**config.mk**
```make
export PLATFORM = sky130hd
export DESIGN_NAME = triangle_incenter_core
export DESIGN_NICKNAME = d
export VERILOG_FILES = /design/src/rtl/triangle_incenter_core.sv
export SDC_FILE = /design/constraint.sdc
export NUM_CORES = 2
export LEC_CHECK = 0
export BUFFER_PORTS_ARGS = -buffer_cell sky130_fd_sc_hd__buf_2
export CAP_MARGIN = 20
export CORE_AREA = 4 4 255 257
export CTS_CLUSTER_DIAMETER = 30
export DETAILED_ROUTE_END_ITERATION = 8
export DIE_AREA = 0 0 259 261
export GPL_TIMING_DRIVEN = 0
export PLACE_DENSITY = 0.68
export SLEW_MARGIN = 15
export SYNTH_ARGS = -nofsm -noshare
export SYNTH_HDL_FRONTEND = slang
export SYNTH_SLANG_ARGS = --single-unit
```
**constraint.sdc**
```tcl
create_clock -name clk -period 7.3 [get_ports clk]
set_input_delay 0.73 -clock clk [delete_from_list [all_inputs] [get_ports clk]]
set_output_delay 0.73 -clock clk [all_outputs]
set_load 0.05 [all_outputs]
```
**src/rtl/triangle_incenter_core.sv**
```systemverilog
// Side lengths and incenter of an integer triangle received as a 3-beat burst.
// Sequential restoring square roots and divisions give a fixed 68-cycle latency.
module triangle_incenter_core #(
    parameter int COORD_W   = 5,
    parameter int FRAC_BITS = 7,
    parameter int OUT_W     = 13
) (
    input  logic               clk,
    input  logic               rst,
    input  logic               in_valid,
    input  logic [COORD_W-1:0] coord_x,
    input  logic [COORD_W-1:0] coord_y,
    output logic               out_valid,
    output logic [OUT_W-1:0]   out_length,
    output logic [OUT_W-1:0]   out_incenter
);
    localparam int D2_W   = 2*COORD_W + 1;
    localparam int RAD_W  = 2*OUT_W;
    localparam int RPAD   = RAD_W - D2_W - 2*FRAC_BITS;
    localparam int SREM_W = OUT_W + 4;
    localparam int P_W    = OUT_W + 2;
    localparam int DREM_W = P_W + 1;
    localparam int N_W    = OUT_W + COORD_W + 2;
    localparam int DVD_W  = N_W + FRAC_BITS;
    localparam logic [3:0] LAST_ITER = 4'(OUT_W - 1);

    typedef enum logic [2:0] {IDLE, LOAD, DIST, SQRT, SUM, DIV, OUT} state_t;

    state_t state;
    logic [3:0] iter;
    logic [1:0] pass;
    logic       ld_cnt;

    logic [COORD_W-1:0] x0, y0, x1, y1, x2, y2;
    logic [D2_W-1:0]    d2_a, d2_b, d2_c;
    logic [SREM_W-1:0]  sq_rem;
    logic [OUT_W-1:0]   sq_root;
    logic [OUT_W-1:0]   len_a, len_b, len_c;
    logic [P_W-1:0]     perim;
    logic [N_W-1:0]     nx, ny;
    logic [DREM_W-1:0]  dv_rem;
    logic [OUT_W-1:0]   dv_q;
    logic [OUT_W-1:0]   qx, qy;

    function automatic logic [D2_W-1:0] dist2(input logic [COORD_W-1:0] xa, input logic [COORD_W-1:0] ya,
                                              input logic [COORD_W-1:0] xb, input logic [COORD_W-1:0] yb);
        logic [COORD_W-1:0]   dx, dy;
        logic [2*COORD_W-1:0] sx, sy;
        dx = (xa > xb) ? xa - xb : xb - xa;
        dy = (ya > yb) ? ya - yb : yb - ya;
        sx = {{COORD_W{1'b0}}, dx} * {{COORD_W{1'b0}}, dx};
        sy = {{COORD_W{1'b0}}, dy} * {{COORD_W{1'b0}}, dy};
        return {1'b0, sx} + {1'b0, sy};
    endfunction

    // One restoring square-root digit: brings in two radicand bits, emits one root bit.
    function automatic logic [SREM_W+OUT_W-1:0] sqrt_step(input logic [SREM_W-1:0] rem,
                                                          input logic [OUT_W-1:0] root,
                                                          input logic [1:0] bits);
        logic [SREM_W-1:0] r, t;
        r = {rem[SREM_W-3:0], bits};
        t = {{(SREM_W-OUT_W-2){1'b0}}, root, 2'b01};
        if (r >= t) return {r - t, root[OUT_W-2:0], 1'b1};
        return {r, root[OUT_W-2:0], 1'b0};
    endfunction

    function automatic logic [DREM_W+OUT_W-1:0] div_step(input logic [DREM_W-1:0] rem,
                                                         input logic [OUT_W-1:0] q,
                                                         input logic bit_in,
                                                         input logic [P_W-1:0] divisor);
        logic [DREM_W-1:0] r, d;
        r = {rem[DREM_W-2:0], bit_in};
        d = {1'b0, divisor};
        if (r >= d) return {r - d, q[OUT_W-2:0], 1'b1};
        return {r, q[OUT_W-2:0], 1'b0};
    endfunction

    logic [D2_W-1:0]   d2_sel;
    logic [RAD_W-1:0]  rad;
    logic [4:0]        sh;
    logic [SREM_W-1:0] sq_rem_nx;
    logic [OUT_W-1:0]  sq_root_nx;
    logic [N_W-1:0]    num;
    logic [DVD_W-1:0]  dvd;
    logic [OUT_W-1:0]  dvd_lo;
    logic [DREM_W-1:0] dv_rem_in;
    logic [DREM_W-1:0] dv_rem_nx;
    logic [OUT_W-1:0]  dv_q_nx;
    logic [OUT_W-1:0]  q_fin;

    always_comb begin
        case (pass)
            2'd0:    d2_sel = d2_a;
            2'd1:    d2_sel = d2_b;
            default: d2_sel = d2_c;
        endcase
        rad = {{RPAD{1'b0}}, d2_sel, {(2*FRAC_BITS){1'b0}}};
        sh  = 5'(RAD_W - 2) - {iter, 1'b0};
        {sq_rem_nx, sq_root_nx} = sqrt_step((iter == '0) ? '0 : sq_rem,
                                            (iter == '0) ? '0 : sq_root, rad[sh +: 2]);

        num       = pass[0] ? ny : nx;
        dvd       = {num, {FRAC_BITS{1'b0}}};
        dvd_lo    = dvd[OUT_W-1:0];
        dv_rem_in = (iter == '0) ? DREM_W'(dvd[DVD_W-1:OUT_W]) : dv_rem;
        {dv_rem_nx, dv_q_nx} = div_step(dv_rem_in, (iter == '0) ? '0 : dv_q,
                                        dvd_lo[LAST_ITER - iter], perim);
        // Coincident vertices: perimeter is zero, the incenter is the vertex itself.
        if (perim == '0)
            q_fin = pass[0] ? OUT_W'({y0, {FRAC_BITS{1'b0}}}) : OUT_W'({x0, {FRAC_BITS{1'b0}}});
        else
            q_fin = dv_q_nx;
    end

    always_ff @(posedge clk) begin
        case (state)
            IDLE: if (in_valid) begin
                x0 <= coord_x;
                y0 <= coord_y;
            end
            LOAD: if (in_valid) begin
                if (!ld_cnt) begin
                    x1 <= coord_x;
                    y1 <= coord_y;
                end else begin
                    x2 <= coord_x;
                    y2 <= coord_y;
                end
            end
            DIST: begin
                d2_a <= dist2(x1, y1, x2, y2);
                d2_b <= dist2(x2, y2, x0, y0);
                d2_c <= dist2(x0, y0, x1, y1);
            end
            SQRT: begin
                sq_rem  <= sq_rem_nx;
                sq_root <= sq_root_nx;
                if (iter == LAST_ITER) begin
                    case (pass)
                        2'd0:    len_a <= sq_root_nx;
                        2'd1:    len_b <= sq_root_nx;
                        default: len_c <= sq_root_nx;
                    endcase
                end
            end
            SUM: begin
                perim <= P_W'(len_a) + P_W'(len_b) + P_W'(len_c);
                nx    <= N_W'(len_a) * N_W'(x0) + N_W'(len_b) * N_W'(x1) + N_W'(len_c) * N_W'(x2);
                ny    <= N_W'(len_a) * N_W'(y0) + N_W'(len_b) * N_W'(y1) + N_W'(len_c) * N_W'(y2);
            end
            DIV: begin
                dv_rem <= dv_rem_nx;
                dv_q   <= dv_q_nx;
                if (iter == LAST_ITER) begin
                    if (pass[0]) qy <= q_fin;
                    else         qx <= q_fin;
                end
            end
            default: ;
        endcase
    end

    always_ff @(posedge clk) begin
        if (rst) begin
            state        <= IDLE;
            iter         <= '0;
            pass         <= '0;
            ld_cnt       <= 1'b0;
            out_valid    <= 1'b0;
            out_length   <= '0;
            out_incenter <= '0;
        end else begin
            case (state)
                IDLE: if (in_valid) begin
                    state  <= LOAD;
                    ld_cnt <= 1'b0;
                end
                LOAD: begin
                    if (!in_valid)  state  <= IDLE;
                    else if (ld_cnt) state <= DIST;
                    else            ld_cnt <= 1'b1;
                end
                DIST: begin
                    state <= SQRT;
                    iter  <= '0;
                    pass  <= '0;
                end
                SQRT: begin
                    if (iter == LAST_ITER) begin
                        iter <= '0;
                        if (pass == 2'd2) begin
                            pass  <= '0;
                            state <= SUM;
                        end else begin
                            pass <= pass + 2'd1;
                        end
                    end else begin
                        iter <= iter + 4'd1;
                    end
                end
                SUM: begin
                    state <= DIV;
                    iter  <= '0;
                    pass  <= '0;
                end
                DIV: begin
                    if (iter == LAST_ITER) begin
                        iter <= '0;
                        if (pass[0]) begin
                            pass  <= '0;
                            state <= OUT;
                        end else begin
                            pass <= 2'd1;
                        end
                    end else begin
                        iter <= iter + 4'd1;
                    end
                end
                OUT: begin
                    pass <= pass + 2'd1;
                    case (pass)
                        2'd0: begin
                            out_valid    <= 1'b1;
                            out_length   <= len_a;
                            out_incenter <= qx;
                        end
                        2'd1: begin
                            out_length   <= len_b;
                            out_incenter <= qy;
                        end
                        2'd2: begin
                            out_length   <= len_c;
                            out_incenter <= '0;
                        end
                        default: begin
                            out_valid    <= 1'b0;
                            out_length   <= '0;
                            out_incenter <= '0;
                            state        <= IDLE;
                        end
                    endcase
                end
                default: state <= IDLE;
            endcase
        end
    end
endmodule

```
==> impl_metrics.yaml <==
clocking:
  cts_hold_buf: 0
  cts_root_buf: "clkbuf_16"
  cts.reportedPaths.clkPinSlew_ns: 0.05
  cts_made_buffers: 54
  cts_tree: "done"
  clock-sinks: 275
  clockBufferDepth: 3
  ctsHtreeMaxLevel: 2
  insertion_delay_ns: 0.60
setup_path:
  cp_cell_sequence: "clkbuf_1 > nand2_1 > fa_1 > fa_1 > inv_1 > fa_1 > fa_1 > inv_1 > fa_1 > inv_1 > fa_1 > ha_1 > a21o_1 > a21oi_1 > o21bai_1 > a31oi_1 > o21ai_0 > o41a_1 > a211o_1 > a21oi_1 > xnor2_1"
  cpLargestDelayFamily: "adder cells"
  required_ns: 7.64
  reg2reg_to: "ny[18]"
  r2r-start: "y1[4]"
  cpMostUsedCell: "fa_1"
  crit_path_top_delay_cell: "clkbuf_1"
  crit_buf_inv: 4
  cp_max_fo: 10
  worstSetupStartpointType: "flip-flop"
  worst_r2r_path_depth: 21
  crit_type: "flip-flop to flip-flop"
  regToRegSetupSlack_ns: 0.21
  cp_data_arrival_time_ns: 7.43
  end_kind: "flip-flop"
  slowest_delay_ns: 0.55
grt:
  overflow: 0
  grt_pass1_vias: 22980
  antenna_found_initial: 1
  gr-usage-all-layers_pct: 23.39
  grt_max_degree: 34
  grt_pass1_wl_um: 123800
placed_design:
  post_dp_cell_area_um2: 32520
  place_congestion: 0.8990
  dp_hpwl_um: 62440
  io_buffer_count: 38
  placedCellCount: 4025
synthesis:
  syn-instance-count: 3128
  ys_seq_area_share_pct: 25.33
  synthFlopType: "edfxtp_1"
  syn_avg_cell_area_um2: 9.955
  syn_area_um2: 31140
  synth-simple-area-share_pct: 13.86
  synth_edf_count: 238
  synth-compound-area-share_pct: 7.249
  yosysTopAreaCellShare_pct: 26.36
  synth_top_family_by_area: "adder cells"
  synth_fa_ha_area_share_pct: 37.89
  synthTopCellsByArea: "fa_1 (26%), edfxtp_1 (23%), ha_1 (12%)"
  synth_nets: 3838
  ys_warn_count: 0
  yosys_register_bits: 275
  synth_mux_area_share_pct: 3.789
  async_flop_share_pct: 0
  synth-xor-area-share_pct: 2.644
  synth_cell_types: 77
  synth_area_leader_cell: "fa_1"
floorplanning:
  coreArea_um2: 62740
  die_area_um2: 67600
  fp.dieW_um: 259
  num_rows: 92
  die_h_um: 261
  ios: 40
  start_util_pct: 49.64
finish:
  final_cell_mix: "inv_1 (626), fa_1 (410), ha_1 (282)"
  drive_above_1_share_pct: 9.949
  final_common_cell: "inv_1"
  syn_to_final_growth_pct: 13.10
  final-instance-count-excl-fill: 4174
  final_util_pct: 56.13
  design_area_um2: 35220
  finalNetCount: 3991
route:
  drt_iter0_drc: 1763
  wl_um: 78200
  via_per_inst: 5.363
  post_drt_wl_per_cell_um: 18.73
  drc: 0
  drtAntennaViolNets: 0
  vias: 22380
  dr.pass1.iters: 8
timing:
  hold_viol: 0
  finalSetupViolCount: 0
  max_freq_ghz: 0.1410
  period_needed_ns: 7.091
  skew_ns: 0.02148
  fin_crit_sh_pct: 97.14
  worst_slew_pin_slew_ns: 0.9719
  slew_headroom_pct: 35.21
  finalMaxSlewViolations: 0
hold_path:
  hold_end: "x1[4]"
  min_path_cells: 1
  min_from: "coord_x[4]"
  hp-class: "input pin to flip-flop"
status:
  run_status: "finished clean"
job:
  cap_violations: 0
==> stage by stage <==
stage | hold slack, ns | setup TNS [ns] | setup slack, ns
2_1_floorplan | 0.4630 | 0 | 0.01574
3_3_place_gp | 0.4654 | -19.55 | -1.570
5_1_grt | 0.3376 | -0.04670 | -0.02515
6_report | 0.3431 | 0 | 0.2088
3_5_place_dp | 0.4772 | -20.35 | -1.638
4_1_cts | 0.3274 | -0.008657 | -0.008657
==> cell type report <==
cell class	count	area [um2]
Clock buffer	57	1384
Clock inverter	45	558.0
Antenna cell	1	2.502
Buffer	118	549.3
Timing Repair Buffer	101	684.4
Fill cell	5370	27520
Tap cell	846	1059
Inverter	632	2387
Sequential cell	275	7888
Multi-Input combinational cell	2099	20700
==> layer usage <==
metal  vias up  GRT usage (%)  routed length [um]
li1      10330              -                   -
met1     11210          32.25               33670
met2       707          38.24               36240
met3       134          3.346                5539
met4         0          8.216                2740
met5         -              0                   0
==> state kept, by name, summed over array words and instances (netlist names), 11 cells and up <==
signal / count
out_incenter: 13
perim: 15
ny: 20
len_c: 13
sq_rem: 15
len_b: 13
sq_root: 13
d2_c: 11
dv_q: 12
qx: 13
out_length: 13
len_a: 13
dv_rem: 15
qy: 13
d2_a: 11
nx: 20
d2_b: 11
==> worst max-delay path by stage <==
stage,startpoint,to,slack (ns),depth (start not counted)
floorplan,x0[1],d2_c[10],0.02,28
finish,y1[4],ny[18],0.21,21
CTS,x0[1],d2_c[10],-0.009,29
global placement,x0[1],d2_c[10],-1.57,28
detailed placement,x0[1],d2_c[10],-1.64,28
global route,x2[1],d2_a[10],-0.03,27
==> logic make-up after synthesis <==
| group | after synthesis |
|---|---|
| xor gates and xnor gates | 94 |
| DFF | 275 |
| and+or+nand+nor | 860 |
| muxes | 109 |
| adders and majority gates | 697 |
| buffers and inverters | 754 |
| AOI/OAI and AO/OA | 339 |
==> Yosys cell counts (10+ instances only) <==
cell,instances
edfxtp_1,238
clkbuf_1,108
nand3_1,20
nand2_1,261
mux2_2,30
o21a_1,16
o21ai_0,77
and2_1,248
a21o_1,29
nor2b_1,31
xnor2_1,69
and3_1,24
nand4_1,11
mux2i_1,71
nor2_1,157
xor2_1,25
ha_1,287
fa_1,410
a21oi_1,93
nor3_1,44
a222oi_1,13
a21boi_0,10
dfxtp_1,37
inv_1,630
o21bai_1,10
a221oi_1,14
nand2b_1,26
==> worst register-to-register path, cell delays in order (launching register included) <==
cell      delay [ns]
edfxtp_1        0.53
clkbuf_1        0.55
nand2_1         0.18
fa_1            0.53
fa_1            0.55
inv_1           0.06
fa_1            0.50
fa_1            0.54
inv_1           0.05
fa_1            0.54
inv_1           0.06
fa_1            0.49
ha_1            0.31
a21o_1          0.16
a21oi_1         0.23
o21bai_1        0.12
a31oi_1         0.27
o21ai_0         0.20
o41a_1          0.43
a211o_1         0.30
a21oi_1         0.17
xnor2_1         0.08
==> what timing repair did <==
action,CTS,global route
resized for setup,40,77
pin swaps,9,12
buffers inserted,25,25
setup endpoints to repair,21,13
Power is not shown: default switching activity piles up to over one toggle a cycle in this logic, so the estimate is an artifact.
